[config.mk]
export PLATFORM = sky130hd
export DESIGN_NAME = pipeline_hazard_ctrl
export DESIGN_NICKNAME = d
export VERILOG_FILES = /design/src/rtl/pipeline_hazard_ctrl.sv
export SDC_FILE = /design/constraint.sdc
export NUM_CORES = 1
export LEC_CHECK = 0
export BUFFER_PORTS_ARGS = -buffer_cell sky130_fd_sc_hd__buf_2
export CAP_MARGIN = 10
export CORE_MARGIN = 1.5
export CORE_UTILIZATION = 47
export CTS_CLUSTER_SIZE = 25
export DETAILED_ROUTE_END_ITERATION = 8
export PLACE_DENSITY = 0.77
export SLEW_MARGIN = 15
export SYNTH_ARGS = -nofsm -noshare
export SYNTH_HDL_FRONTEND = slang
export SYNTH_SLANG_ARGS = --single-unit
[constraint.sdc]
create_clock -name clk_i -period 2.15 [get_ports clk_i]
set_clock_uncertainty 0.15 [all_clocks]
set_input_delay 0.43 -clock clk_i [delete_from_list [all_inputs] [get_ports clk_i]]
set_output_delay 0.43 -clock clk_i [all_outputs]
set_load 0.005 [all_outputs]
[src/rtl/pipeline_hazard_ctrl.sv]
// Stall/flush sequencer for the 5-stage RV32I pipeline: load-use bubbles, redirect flushes,
// data-memory freeze with timeout to a sticky error halt. Optional counters: `define HAZARD_PERF_EN.
module pipeline_hazard_ctrl #(
    parameter int unsigned MEM_TIMEOUT = 16
`ifdef HAZARD_PERF_EN
    ,
    parameter int unsigned PERF_W = 32
`endif
) (
    input  logic       clk_i,
    input  logic       rst_i,
    input  logic [4:0] id_rs1_i,
    input  logic [4:0] id_rs2_i,
    input  logic       id_uses_rs2_i,
    input  logic       ex_memread_i,
    input  logic [4:0] ex_rd_i,
    input  logic       ex_redirect_i,
    input  logic       mem_req_i,
    input  logic       dmem_ready_i,
    output logic       pc_write_o,
    output logic       ifid_write_o,
    output logic       ifid_flush_o,
    output logic       idex_flush_o,
    output logic       pipe_hold_o,
    output logic       mem_err_o
`ifdef HAZARD_PERF_EN
    ,
    output logic [PERF_W-1:0] stall_cnt_o,
    output logic [PERF_W-1:0] flush_cnt_o
`endif
);

    typedef enum logic [1:0] {
        ST_RUN      = 2'b00,
        ST_MEM_WAIT = 2'b01,
        ST_ERR      = 2'b10
    } state_t;

    localparam logic [7:0] TIMEOUT_C = 8'(MEM_TIMEOUT);

    state_t     r_state;
    state_t     w_next_state;
    logic [7:0] r_wait_cnt;
    logic [7:0] w_next_wait_cnt;

    logic w_freeze;
    logic w_load_use;
    logic w_redirect_act;
    logic w_load_use_act;

    // Hazard detection from the current state and pipeline inputs
    always_comb begin
        w_freeze   = ((r_state == ST_RUN) & mem_req_i & ~dmem_ready_i) |
                     ((r_state == ST_MEM_WAIT) & ~dmem_ready_i);
        w_load_use = ex_memread_i & (ex_rd_i != 5'd0) &
                     ((ex_rd_i == id_rs1_i) | (id_uses_rs2_i & (ex_rd_i == id_rs2_i)));
        // A frozen or errored pipe must replay the hazard later, so it is not acted on now.
        w_redirect_act = (r_state != ST_ERR) & ~w_freeze & ex_redirect_i;
        w_load_use_act = (r_state != ST_ERR) & ~w_freeze & ~ex_redirect_i & w_load_use;
    end

    // State and wait counter register
    always_ff @(posedge clk_i or posedge rst_i) begin
        if (rst_i) begin
            r_state    <= ST_RUN;
            r_wait_cnt <= 8'd0;
        end else begin
            r_state    <= w_next_state;
            r_wait_cnt <= w_next_wait_cnt;
        end
    end

    // Next-state and wait-counter logic
    always_comb begin
        w_next_state    = r_state;
        w_next_wait_cnt = r_wait_cnt;
        case (r_state)
            ST_RUN: begin
                if (mem_req_i & ~dmem_ready_i) begin
                    w_next_state    = ST_MEM_WAIT;
                    w_next_wait_cnt = 8'd1;
                end else begin
                    w_next_wait_cnt = 8'd0;
                end
            end
            ST_MEM_WAIT: begin
                if (dmem_ready_i) begin
                    w_next_state    = ST_RUN;
                    w_next_wait_cnt = 8'd0;
                end else if (r_wait_cnt == TIMEOUT_C) begin
                    w_next_state = ST_ERR;
                end else begin
                    w_next_wait_cnt = r_wait_cnt + 8'd1;
                end
            end
            ST_ERR: begin
                w_next_state = ST_ERR;
            end
            default: begin
                w_next_state    = ST_RUN;
                w_next_wait_cnt = 8'd0;
            end
        endcase
    end

    // Pipeline control outputs, priority reset > error > freeze > redirect > load-use
    always_comb begin
        pc_write_o   = 1'b1;
        ifid_write_o = 1'b1;
        ifid_flush_o = 1'b0;
        idex_flush_o = 1'b0;
        pipe_hold_o  = 1'b0;
        if (rst_i) begin
            pc_write_o   = 1'b0;
            ifid_write_o = 1'b0;
            ifid_flush_o = 1'b1;
            idex_flush_o = 1'b1;
        end else if ((r_state == ST_ERR) | w_freeze) begin
            pc_write_o   = 1'b0;
            ifid_write_o = 1'b0;
            pipe_hold_o  = 1'b1;
        end else if (w_redirect_act) begin
            ifid_flush_o = 1'b1;
            idex_flush_o = 1'b1;
        end else if (w_load_use_act) begin
            pc_write_o   = 1'b0;
            ifid_write_o = 1'b0;
            idex_flush_o = 1'b1;
        end else begin
            pc_write_o   = 1'b1;
        end
    end

    assign mem_err_o = (r_state == ST_ERR);

`ifdef HAZARD_PERF_EN
    logic [PERF_W-1:0] r_stall_cnt;
    logic [PERF_W-1:0] r_flush_cnt;
    logic              w_stall_evt;

    assign w_stall_evt = (r_state == ST_ERR) | w_freeze | w_load_use_act;

    // Saturating performance counters
    always_ff @(posedge clk_i or posedge rst_i) begin
        if (rst_i) begin
            r_stall_cnt <= {PERF_W{1'b0}};
            r_flush_cnt <= {PERF_W{1'b0}};
        end else begin
            if (w_stall_evt && (r_stall_cnt != {PERF_W{1'b1}})) begin
                r_stall_cnt <= r_stall_cnt + PERF_W'(1);
            end else begin
                r_stall_cnt <= r_stall_cnt;
            end
            if (w_redirect_act && (r_flush_cnt != {PERF_W{1'b1}})) begin
                r_flush_cnt <= r_flush_cnt + PERF_W'(1);
            end else begin
                r_flush_cnt <= r_flush_cnt;
            end
        end
    end

    assign stall_cnt_o = r_stall_cnt;
    assign flush_cnt_o = r_flush_cnt;
`endif

endmodule

==> reports/qor.csv <==
stage;metric;value;unit
clock_network;cts_hold_buf;0;
sta;rsz0062_at_grt;true;
critical_path;cp_num_buf_inv;2;
sta;hold_violations;0;
global_routing;grt.total_usage;0.2232;
drt;drcViolationCount;0;
die;initial_utilization;0.4966;
layout;drive_gt1_frac;0.4174;
placed_design;place.gp.congestion;0.7943;
drt;finalWirelength;1692;um
placed_design;dp.cells;126;
power_and_ir_drop;finalPower;467.7;uW
drt;ant_nets;0;
job;max_cap_viol_count;0;
status;violations;negative setup slack;
sta;setup_ws;-0.03605;ns
drt;vias;712;
global_routing;antenna_found_initial;0;
sta;final.period_utilization;1.017;
sta;final-setup-viol-count;2;
drt;via_per_inst;5.435;
critical_path;crit_chain;buf_2, xor2_1, nor4_2, a32oi_1, o311a_1, buf_2;
power_and_ir_drop;power.density;466.1;mW/mm^2
critical_path;critical_path_class;in2out;
layout;fin_cells;131;
synth;seq_area_frac_synth;0.3425;
worst_hold_path;hold_class;in2async;
power_and_ir_drop;vdd_drop_max;0.3125;mV
synth;async_reset_ff_frac;1.000;
synth;ys_ff_latch;10;
sta;final_max_slew_viol_count;0;
critical_path;cp-start-kind;input pin;
critical_path;critPathMaxStageDelay;0.36;ns
critical_path;crit_fanout;3;
die;dieArea;0.001800;sq mm
placed_design;port_buffers;27;
critical_path;cp_slowest_cell;o311a_1;
synth;synth_area_per_cell;9.134;sq um
global_routing;grt_max_degree;11;
clock_network;cts-root-buf;clkbuf_4;
sta;setup_tns;-0.07132;ns
critical_path;cp_top_family;compound AO/OA/AOI/OAI gates;
sta;timing.slew.headroom;0.6981;
layout;post-route-util;0.6820;
synth;syn_area;730.7;sq um
layout;num_antenna_cells;0;
die;io_pins;28;
critical_path;crit_top_cell;buf_2;
clock_network;clk_pin_slew;0.07;ns
global_routing;grt_pass1_vias;762;
sta;period_needed;2.186;ns
drt;dr.first_iter.drc_count;19;
synth;yosysUniqueCellTypes;32;
synth;synthesis.nets;104;
die;dieWidth;42.43;um
clock_network;clock-sinks;10;
critical_path;critPathArrivalTime;1.61;ns
global_routing;grt_remaining_overflow;0;
status;status;finished, violations left;
clock_network;tritoncts;yes;
die;die_h;42.43;um
power_and_ir_drop;leakage;0.4718;nW
synth;synth_edf_count;0;
layout;syn_to_final_growth;37.33;%
drt;drt-wirelength-per-cell;12.92;um
sta;hold_slack;0.02411;ns
layout;num-nets-final;140;
critical_path;critPathLaunch;ex_rd_i[4];
synth;synth_cells;80;
synth;synth_top_flop_cell;dfrtp_1;
synth;synth_warnings;0;
critical_path;r2r_start;r_wait_cnt[0];
die;core_area;0.001471;sq mm
die;rows;14;
sta;worstMarginPinSlew;0.4528;ns
clock_network;cts_buffers;3;
placed_design;hpwlAfterDp;1224;um
clock_network;htree_num_levels;1;
global_routing;grt_pass1_wl;3056;um
clock_network;worstSkewPairLatency;0.26;ns
sta;fmax;457.4;MHz
drt;dr.pass1.iters;4;
critical_path;cp-end-kind;primary output;
clock_network;cts.path.max_buffers;2;
critical_path;crit_required;1.57;ns
-- through the flow --
stage                     worst slack (ns)  cell area [sq um]
after CTS                         -0.06120              969.7
final                             -0.03605               1003
after global routing              -0.08827               1003
after global placement            -0.05683              908.4
after floorplan                     0.1057              730.7
after detailed placement          -0.08130              908.4
-- worst register-to-register path, cell delays in order, from the launching register on --
cell and delay (ns):
dfrtp_1 0.41, inv_1 0.08, ha_1 0.20, nor4b_1 0.13
and3_1 0.23, a31o_2 0.28, a22o_1 0.22
-- layout by cell type, fill, tap and decap left out, types with 2 or more instances in the layout --
cell type and n:
clkbuf_4 3, nand2_1 8, buf_2 24, buf_6 2, nand3_1 2, dfrtp_1 10, or3_1 2, a21oi_1 4
xor2_1 11, ha_1 2, xnor2_1 3, nor2_1 6, buf_4 6, inv_1 4, nor3_1 3
-- synthesized netlist by cell type (2+ instances only) --
master,number,share of area
o21ai_0,2,0.014
buf_4,2,0.021
nand2_1,8,0.041
dfrtp_1,10,0.34
nand3_1,2,0.014
a21oi_1,5,0.034
xnor2_1,3,0.036
inv_1,4,0.021
ha_1,2,0.034
nor3_1,3,0.021
or3_1,2,0.017
xor2_1,11,0.13
nor2_1,7,0.036
-- state kept, by name (all words and copies together) (netlist names) --
name / count
r_state: 2
r_wait_cnt: 8
-- worst paths after layout --
check | to | slack [ns] | depth (start not counted)
worst max-delay path | ifid_write_o | -0.04 | 6
worst min-delay path | r_wait_cnt[6] | 0.02 | 3
worst max register to register | r_wait_cnt[0] | 0.35 | 6
worst min register to register | r_wait_cnt[1] | 0.40 | 1
max in group asynchronous | r_wait_cnt[2] | 1.69 | 3
min in group clk_i | r_wait_cnt[1] | 0.40 | 1
-- timing repair --
| item | in CTS | in global routing |
|---|---|---|
| endpoints found under the setup margin | 3 | 3 |
| pin swaps | 5 | 5 |
| cloned | 0 | 0 |
| buffers inserted | 0 | 1 |
| resized for setup | 7 | 7 |
-- area by class of cell --
type                    count  area (sq um)
clock buffers               4         36.28
flip-flops and latches     10         250.2
inverters                   5         23.77
multi-input cells          63         470.5
repair buffers             33         202.7
fillers                   114         467.9
well taps                  16         20.02
-- where the power goes --
part | internal (mW) | switching [mW]
clock network | 0.103 | 0.0674
logic | 0.0553 | 0.0473
registers | 0.191 | 0.00353
total | 0.350 | 0.118
-- routing by layer --
metal | wire length (um) | up-vias | global-route usage
met2 | 882 | 27 | 0.3846
met1 | 699 | 328 | 0.2547
met4 | 38 | 0 | 0.1063
met5 | 0 | - | 0
li1 | - | 353 | -
met3 | 71 | 4 | 0.05603
-- kinds of logic after synthesis --
| logic type | after synthesis | share of synthesized area |
|---|---|---|
| AO/OA/AOI/OAI | 16 | 0.1541 |
| adder cells (fa/ha/maj) | 2 | 0.03424 |
| flip-flops | 10 | 0.3425 |
| XOR/XNOR | 14 | 0.1678 |
| buffers and inverters | 7 | 0.04622 |
| AND/OR/NAND/NOR | 31 | 0.2552 |
(Power assumes the default switching activity.)
